### src/rtl/sync_fifo_if.sv
// Handshake/status bundle for sync_fifo; hwm/hwm_clr exist only under SYNC_FIFO_HWM_EN.
interface sync_fifo_if #(
    parameter int DATA_WIDTH = 8,
    parameter int ADDR_WIDTH = 4
);
    logic                  flush;
    logic                  write_en;
    logic [DATA_WIDTH-1:0] di;
    logic                  read_en;
    logic [DATA_WIDTH-1:0] d_out;
    logic                  o_valid;
    logic                  isEmpty;
    logic                  isFull;
    logic                  isAlmostEmpty;
    logic                  isAlmostFull;
    logic [ADDR_WIDTH:0]   fill_count;
    logic                  overflow;
    logic                  underflow;
`ifdef SYNC_FIFO_HWM_EN
    logic [ADDR_WIDTH:0]   hwm;
    logic                  hwm_clr;
`endif

    modport master (
        output flush, write_en, di, read_en,
`ifdef SYNC_FIFO_HWM_EN
        output hwm_clr,
        input  hwm,
`endif
        input  d_out, o_valid, isEmpty, isFull, isAlmostEmpty, isAlmostFull,
        input  fill_count, overflow, underflow
    );

    modport slave (
        input  flush, write_en, di, read_en,
`ifdef SYNC_FIFO_HWM_EN
        input  hwm_clr,
        output hwm,
`endif
        output d_out, o_valid, isEmpty, isFull, isAlmostEmpty, isAlmostFull,
        output fill_count, overflow, underflow
    );
endinterface

### src/rtl/sync_fifo.sv
// Single-clock FIFO, full 2^ADDR_WIDTH depth, registered read data, sticky error flags.
// Optional high-water mark tracking when SYNC_FIFO_HWM_EN is defined.
module sync_fifo #(
    parameter int DATA_WIDTH = 8,
    parameter int ADDR_WIDTH = 4,
    parameter int AF_THRESH  = 14,
    parameter int AE_THRESH  = 2
) (
    input logic       sys_clock,
    input logic       reset,
    sync_fifo_if.slave bus
);
    localparam int DEPTH = 1 << ADDR_WIDTH;
    localparam int PTR_W = ADDR_WIDTH + 1;
    localparam logic [PTR_W-1:0] ONE    = PTR_W'(1);
    localparam logic [PTR_W-1:0] FULL_L = PTR_W'(DEPTH);
    localparam logic [PTR_W-1:0] AF_L   = PTR_W'(AF_THRESH);
    localparam logic [PTR_W-1:0] AE_L   = PTR_W'(AE_THRESH);

    if (AE_THRESH < 0 || AE_THRESH >= AF_THRESH || AF_THRESH > DEPTH) begin : g_bad_params
        $error("sync_fifo: need 0 <= AE_THRESH < AF_THRESH <= DEPTH");
    end

    logic [DATA_WIDTH-1:0] mem [DEPTH];
    logic [PTR_W-1:0]      wr_ptr, rd_ptr, count, count_next;
    logic [DATA_WIDTH-1:0] d_out_r;
    logic                  o_valid_r, overflow_r, underflow_r;
    logic                  is_full, is_empty, wr_acc, rd_acc;

    assign is_full  = (count == FULL_L);
    assign is_empty = (count == '0);
    assign wr_acc   = bus.write_en & ~is_full;
    assign rd_acc   = bus.read_en & ~is_empty;

    always_comb begin
        count_next = count;
        if (bus.flush) begin
            count_next = '0;
        end else begin
            unique case ({wr_acc, rd_acc})
                2'b10:   count_next = count + ONE;
                2'b01:   count_next = count - ONE;
                default: count_next = count;
            endcase
        end
    end

    always_ff @(posedge sys_clock) begin
        if (reset) begin
            wr_ptr      <= '0;
            rd_ptr      <= '0;
            count       <= '0;
            d_out_r     <= '0;
            o_valid_r   <= 1'b0;
            overflow_r  <= 1'b0;
            underflow_r <= 1'b0;
        end else if (bus.flush) begin
            // d_out and the sticky error flags deliberately survive a flush
            wr_ptr    <= '0;
            rd_ptr    <= '0;
            count     <= '0;
            o_valid_r <= 1'b0;
        end else begin
            count     <= count_next;
            o_valid_r <= rd_acc;
            if (wr_acc) wr_ptr <= wr_ptr + ONE;
            if (rd_acc) begin
                rd_ptr  <= rd_ptr + ONE;
                d_out_r <= mem[rd_ptr[ADDR_WIDTH-1:0]];
            end
            if (bus.write_en & is_full)  overflow_r  <= 1'b1;
            if (bus.read_en  & is_empty) underflow_r <= 1'b1;
        end
    end

    // Storage is not reset; contents are only meaningful once written
    always_ff @(posedge sys_clock) begin
        if (!reset && !bus.flush && wr_acc) begin
            mem[wr_ptr[ADDR_WIDTH-1:0]] <= bus.di;
        end
    end

`ifdef SYNC_FIFO_HWM_EN
    logic [PTR_W-1:0] hwm_r;

    always_ff @(posedge sys_clock) begin
        if (reset) begin
            hwm_r <= '0;
        end else if (bus.hwm_clr) begin
            hwm_r <= count;
        end else if (count_next > hwm_r) begin
            hwm_r <= count_next;
        end
    end

    assign bus.hwm = hwm_r;
`endif

    assign bus.d_out         = d_out_r;
    assign bus.o_valid       = o_valid_r;
    assign bus.isEmpty       = is_empty;
    assign bus.isFull        = is_full;
    assign bus.isAlmostEmpty = (count <= AE_L);
    assign bus.isAlmostFull  = (count >= AF_L);
    assign bus.fill_count    = count;
    assign bus.overflow      = overflow_r;
    assign bus.underflow     = underflow_r;
endmodule

### src/flat_wrapper.sv
// flat-port wrapper written by rule: the top's interface ports become plain ports
module sync_fifo_flat 
#(
    parameter int DATA_WIDTH = 8,
    parameter int ADDR_WIDTH = 4,
    parameter int AF_THRESH  = 14,
    parameter int AE_THRESH  = 2
)
  (sys_clock, reset, bus_flush, bus_write_en, bus_di, bus_read_en, bus_d_out, bus_o_valid, bus_isEmpty, bus_isFull, bus_isAlmostEmpty, bus_isAlmostFull, bus_fill_count, bus_overflow, bus_underflow);
  sync_fifo_if #(.DATA_WIDTH(DATA_WIDTH), .ADDR_WIDTH(ADDR_WIDTH)) bus_i ();
  input logic sys_clock;
  input logic reset;
  input wire logic [$bits(bus_i.flush)-1:0] bus_flush;
  input wire logic [$bits(bus_i.write_en)-1:0] bus_write_en;
  input wire logic [$bits(bus_i.di)-1:0] bus_di;
  input wire logic [$bits(bus_i.read_en)-1:0] bus_read_en;
  output wire logic [$bits(bus_i.d_out)-1:0] bus_d_out;
  output wire logic [$bits(bus_i.o_valid)-1:0] bus_o_valid;
  output wire logic [$bits(bus_i.isEmpty)-1:0] bus_isEmpty;
  output wire logic [$bits(bus_i.isFull)-1:0] bus_isFull;
  output wire logic [$bits(bus_i.isAlmostEmpty)-1:0] bus_isAlmostEmpty;
  output wire logic [$bits(bus_i.isAlmostFull)-1:0] bus_isAlmostFull;
  output wire logic [$bits(bus_i.fill_count)-1:0] bus_fill_count;
  output wire logic [$bits(bus_i.overflow)-1:0] bus_overflow;
  output wire logic [$bits(bus_i.underflow)-1:0] bus_underflow;
  assign bus_i.flush = bus_flush;
  assign bus_i.write_en = bus_write_en;
  assign bus_i.di = bus_di;
  assign bus_i.read_en = bus_read_en;
  assign bus_d_out = bus_i.d_out;
  assign bus_o_valid = bus_i.o_valid;
  assign bus_isEmpty = bus_i.isEmpty;
  assign bus_isFull = bus_i.isFull;
  assign bus_isAlmostEmpty = bus_i.isAlmostEmpty;
  assign bus_isAlmostFull = bus_i.isAlmostFull;
  assign bus_fill_count = bus_i.fill_count;
  assign bus_overflow = bus_i.overflow;
  assign bus_underflow = bus_i.underflow;
  sync_fifo #(.DATA_WIDTH(DATA_WIDTH), .ADDR_WIDTH(ADDR_WIDTH), .AF_THRESH(AF_THRESH), .AE_THRESH(AE_THRESH)) u_core (.sys_clock(sys_clock), .reset(reset), .bus(bus_i));
endmodule
### config.mk
export PLATFORM = sky130hd
export DESIGN_NAME = sync_fifo_flat
export DESIGN_NICKNAME = d
export VERILOG_FILES = /design/src/rtl/sync_fifo_if.sv /design/src/rtl/sync_fifo.sv /design/src/flat_wrapper.sv
export SDC_FILE = /design/constraint.sdc
export NUM_CORES = 1
export LEC_CHECK = 0
export CELL_PAD_IN_SITES_DETAIL_PLACEMENT = 1
export CELL_PAD_IN_SITES_GLOBAL_PLACEMENT = 2
export CORE_MARGIN = 5
export CORE_UTILIZATION = 49
export DETAILED_ROUTE_END_ITERATION = 7
export PLACE_DENSITY_LB_ADDON = 0.12
export SYNTH_ARGS = -nofsm -noshare
export SYNTH_HDL_FRONTEND = slang
export SYNTH_SLANG_ARGS = --single-unit
### constraint.sdc
create_clock -name sys_clock -period 7 [get_ports sys_clock]
set_clock_uncertainty 0.05 [all_clocks]
set_input_delay 1.05 -clock sys_clock [delete_from_list [all_inputs] [get_ports sys_clock]]
set_output_delay 1.05 -clock sys_clock [all_outputs]
set_load 0.05 [all_outputs]
# After elaboration in Yosys (flattened, before gate mapping)

Memories as Yosys holds them, arrays and structs flattened. A register that Yosys moved wholly into a read port is not among the register bits.
Index checks and enable logic that the tools add are counted.
Widths: inputs -> output; s select.

Bits in registers: 18
Bits in writable memories: 128
Input bits: 13
Output and inout bits: 20
Logic and storage cells: 36
Memories kept: 1

Memory list:

| name       | depth | bits a word | rd ports | clocked after Yosys merged registers in | write ports | RTL line        | source |
|---|---|---|---|---|---|---|---|
| u_core.mem | 16    | 8           | 1        | 1                                       | 1           | sync_fifo.sv:24 | `logic [DATA_WIDTH-1:0] mem [DEPTH];` |

$add $sub $neg: 4
Magnitude comparators: 2
Eq/ne operators: 3
Multiplexer cells: 3
Bitwise gates (word level): 7
Reductions and logical operators: 10

Operator list:

| kind                | count |
|---|---|
| $add 5x1->5 const B | 3 |
| $pmux 5 s2          | 1 |
| $reduce_and 2->1    | 3 |
| $eq 5x5->1 const B  | 1 |
| $ge 5x4->1 const B  | 1 |
| $le 5x2->1 const B  | 1 |
| $logic_not 5->1     | 1 |
| $sub 5x1->5 const B | 1 |
| $and 1x1->1         | 4 |
| $not 1->1           | 3 |
| $eq 2x1->1 const B  | 1 |
| $eq 2x2->1 const B  | 1 |
| $logic_and 1x1->1   | 2 |
| $logic_not 1->1     | 2 |
| $mux 1              | 2 |
| $reduce_bool 2->1   | 1 |
| $reduce_or 2->1     | 1 |

# Longest topological paths before layout

Word-level depth: 6
Depth in mapped cells: 13
Depth with buffers taken out: 10

# Worst setup path after synthesis

No wires, ideal clock.

Kind: reg2out
Start: register u_core.count[2] (netlist: u_core.bus.fill_count[2])
End: output bus_isAlmostEmpty
Data arrival time: 3236 ps
Data required time: 5900 ps
Path slack: 2664 ps
Stages on the path, launching flop included: 3
Buffers on the path: 1
Cells stage by stage: dfxtp_1 -> clkbuf_1 -> a2111oi_0

Word-level cells in the longest chain between the ends: 1

Ends and longest elaborated chain:

| element                | RTL line           | source |
|---|---|---|
| from (decl)            | sync_fifo.sv:25    | `logic [PTR_W-1:0] wr_ptr, rd_ptr, count, count_next;` |
| from (signal assigned) | sync_fifo.sv:64    | `count <= count_next;` |
| $le 5x2->1             | sync_fifo.sv:103   | `assign bus.isAlmostEmpty = (count <= AE_L);` |
| to (decl)              | flat_wrapper.sv:21 | `output wire logic [$bits(bus_i.isAlmostEmpty)-1:0] bus_isAlmostEmpty;` |

Every way passes these cells.

# Worst setup path after layout

Start: register u_core.count[2] (netlist: u_core.bus.fill_count[2])
End: output bus_isEmpty

Word-level cells in the longest chain between the ends: 1

Ends and longest elaborated chain:

| element         | RTL line           | source |
|---|---|---|
| $logic_not 5->1 | sync_fifo.sv:31    | `assign is_empty = (count == '0);` |
| to (decl)       | flat_wrapper.sv:19 | `output wire logic [$bits(bus_i.isEmpty)-1:0] bus_isEmpty;` |

Every way passes these cells.

==> run summary <==
Top_reg_cell synth: edfxtp_1
Post-synth cell types: 38
Detailed Route Iter0 Violations: 264
Hold slack: 0.404 ns
Post-route clock period utilization: 0.505
Die ar.: 0.0149 mm2
CTS HTree Levels: 4
R2R Path Start: u_core.bus.fill_count[2]
Max-slew violations: 0
Remaining Overflow, GRT: 0
Hold wc startpoint: u_core.bus.d_out[2]
Routed WL: 13.1 mm
Slew headroom: 0.296
Post-route setup slack: 3.46 ns
N_diodes: 0
Post-Synthesis Cells: 346
Setup WS pre-CTS: 3.11 ns
GR Util All Layers: 0.194
Core area: 0.0122 mm2
Clock Latency Late Sink: 0.42 ns
Finished Core Util: 0.593
Chip Width: 122 um
Mean Syn Cell Area: 17.7 um2
Vias: 3158
Final hold violation count: 0
Largest net degree at the start of global routing: 30
Startpoint Class: register
DR vias/cell: 5.62
Setup violators final: 0
Hold buffer count at CTS: 0
R2r setup slk: 3.86 ns
Final net count: 402
Synth Net Count: 367
Post_cts resized: 0
Row cnt: 40
Status: finished clean
Worst r2r dst: u_core.bus.fill_count[2]
Worst-path clk slew: 0.06 ns
Hold path cells: 1
Top-Level Pins: 33
Num CTS Buffers: 17
Yosys reg bits: 152
Worst EP required: 5.90 ns
CP max FO: 14
Ys Warns: 0
CP peak stage delay: 0.82 ns
Post-synthesis sequential area ratio: 0.704
WHS Endpoint: u_core.bus.d_out[2]
WS Path Type: reg -> out
Fill count: 1076
Vias in the first global route: 3416
First-pass GRT wire length: 20.5 mm
# port buffers: 32
Unrepaired setup endpoints after global routing: no
Ys async rst share: 0
Pleak: 0.00233 uW
Die height: 122 um
Dpl cells: 530
Longest Clk Path Bufs: 2
Worst Hold Class: reg -> reg
Power Density: 278 mW/mm2
Number of enable flip-flop cells after synthesis: 128
Fmax: 283 MHz
Starting Density: 0.505
Synthesized area: 0.00614 mm2
Area Growth Syn to Fin: 17.4%
Crit-path cells: or4_4 > nor2_1 > clkdlybuf4s50_1
R2R cell count: 11
CTS tree: yes
VDD IR-drop max: 0.000199 V
Post-route DRC: 0
Crit. End Element: primary output
Fin cells: 562
Min Tclk post-route: 3.54 ns
Final HPWL DP: 8.41 mm
Slew @ Worst Pin: 1.05 ns
Root Driver: clkbuf_16
Share of layout cells above drive strength 1: 0.190
GP Congestion: 0.727
CP Data Arrival Time: 2.44 ns
DR WL/cell: 23.2 um
DRT antenna net count: 0
Most common cell after layout, fill and taps aside: edfxtp_1
Initial antenna violation count: 0
Most frequent cells in the layout: 128 x edfxtp_1, 32 x nor2_1, 32 x mux4_2, 32 x clkdlybuf4s50_1, 23 x dfxtp_1
Slowest cell on the critical path: clkdlybuf4s50_1
Drt pass-1 iters: 4
Max_cap viols: 0
# clock sinks: 152
Post-CTS setup buffers: 0
Setup TNS: 0 ns
[state kept, by name, indices dropped and copies added (netlist names)]
signal and count:
u_core.bus.d_out 8, u_core.bus.fill_count 5, u_core.bus.o_valid 1, u_core.bus.overflow 1, u_core.bus.underflow 1, u_core.mem 128, u_core.rd_ptr 4, u_core.wr_ptr 4
[stage by stage]
stage | cell area (um2) | total power, uW
after floorplan | 6140 | 1060
after detailed placement | 6600 | 1090
final | 7210 | 2010
after CTS | 7210 | 2020
after global routing | 7210 | 2080
after global placement | 6600 | 1090
[how the worst max path moves through the flow]
| stage | start | endpoint | slack (ns) | depth (start not counted) |
|---|---|---|---|---|
| final | u_core.bus.fill_count[2] | bus_isEmpty | 3.46 | 3 |
| after global routing | bus_write_en | u_core.bus.fill_count[2] | 3.36 | 11 |
| after CTS | u_core.bus.fill_count[2] | bus_isEmpty | 3.44 | 3 |
| after detailed placement | bus_write_en | u_core.bus.fill_count[2] | 3.11 | 11 |
| after global placement | bus_write_en | u_core.bus.fill_count[2] | 3.27 | 11 |
| after floorplan | u_core.bus.fill_count[2] | bus_isAlmostEmpty | 2.66 | 2 |
[report_power, final]
group	switching, uW	total, uW	leakage (uW)	internal [uW]
clock network	360	934	0.000284	574
logic	52.3	80.6	0.000698	28.3
registers	5.34	991	0.00135	986
total	418	2010	0.00233	1590
[cells by family (layout without fill, tap and decap cells)]
kind of cell,Yosys count,after routing,share of synthesized area
flip-flops,152,152,0.704
AND/OR/NAND/NOR,56,56,0.0416
multiplexers,53,53,0.152
AO/OA/AOI/OAI,37,37,0.0485
buffers and inverters,30,78,0.0234
XOR/XNOR,10,10,0.0143
adder cells (fa/ha/maj),8,8,0.0163
[final cells by class]
| class | count | area, um2 | area share |
|---|---|---|---|
| Multi-Input combinational cell | 164 | 1670 | 0.232 |
| Clock buffer | 19 | 443 | 0.0614 |
| Sequential cell | 152 | 4330 | 0.600 |
| Clock inverter | 13 | 170 | 0.0236 |
| Timing Repair Buffer | 36 | 350 | 0.0486 |
| Tap cell | 168 | 210 | 0.0292 |
| Inverter | 10 | 37.5 | 0.00521 |
[worst max-delay path: cells and delay by family (launching register included)]
family | cells | cell delay [ns]
DFF | 1 | 0.45
and+or+nand+nor | 2 | 0.75
buffers and inverters | 1 | 0.82
[cell usage after synthesis (2+ instances only)]
master,count,area share
clkbuf_1,8,0.0049
a21o_1,9,0.011
or3_1,3,0.0031
a211oi_1,2,0.0024
buf_6,3,0.0055
mux4_2,32,0.12
inv_1,10,0.0061
mux2i_1,21,0.034
nand3_1,4,0.0033
or2_2,2,0.0020
xnor2_1,4,0.0057
ha_1,8,0.016
nand3b_1,2,0.0024
o32ai_1,2,0.0029
edfxtp_1,128,0.63
buf_1,2,0.0012
o22ai_1,9,0.0092
dfxtp_1,24,0.078
xor2_1,6,0.0086
a31oi_1,2,0.0020
a21oi_1,3,0.0024
buf_2,7,0.0057
nor2_1,32,0.020
nand2_1,9,0.0055
[routing by layer]
| metal | wire length [um] | vias to the layer above | global-route usage | share of wire |
|---|---|---|---|---|
| met3 | 466 | 15 | 0.0469 | 0.036 |
| li1 | - | 1432 | - | - |
| met2 | 6460 | 58 | 0.307 | 0.49 |
| met5 | 0 | - | 0 | 0 |
| met1 | 5990 | 1653 | 0.266 | 0.46 |
| met4 | 136 | 0 | 0.0630 | 0.010 |
No activity file was read; power rests on OpenSTA's default activity.
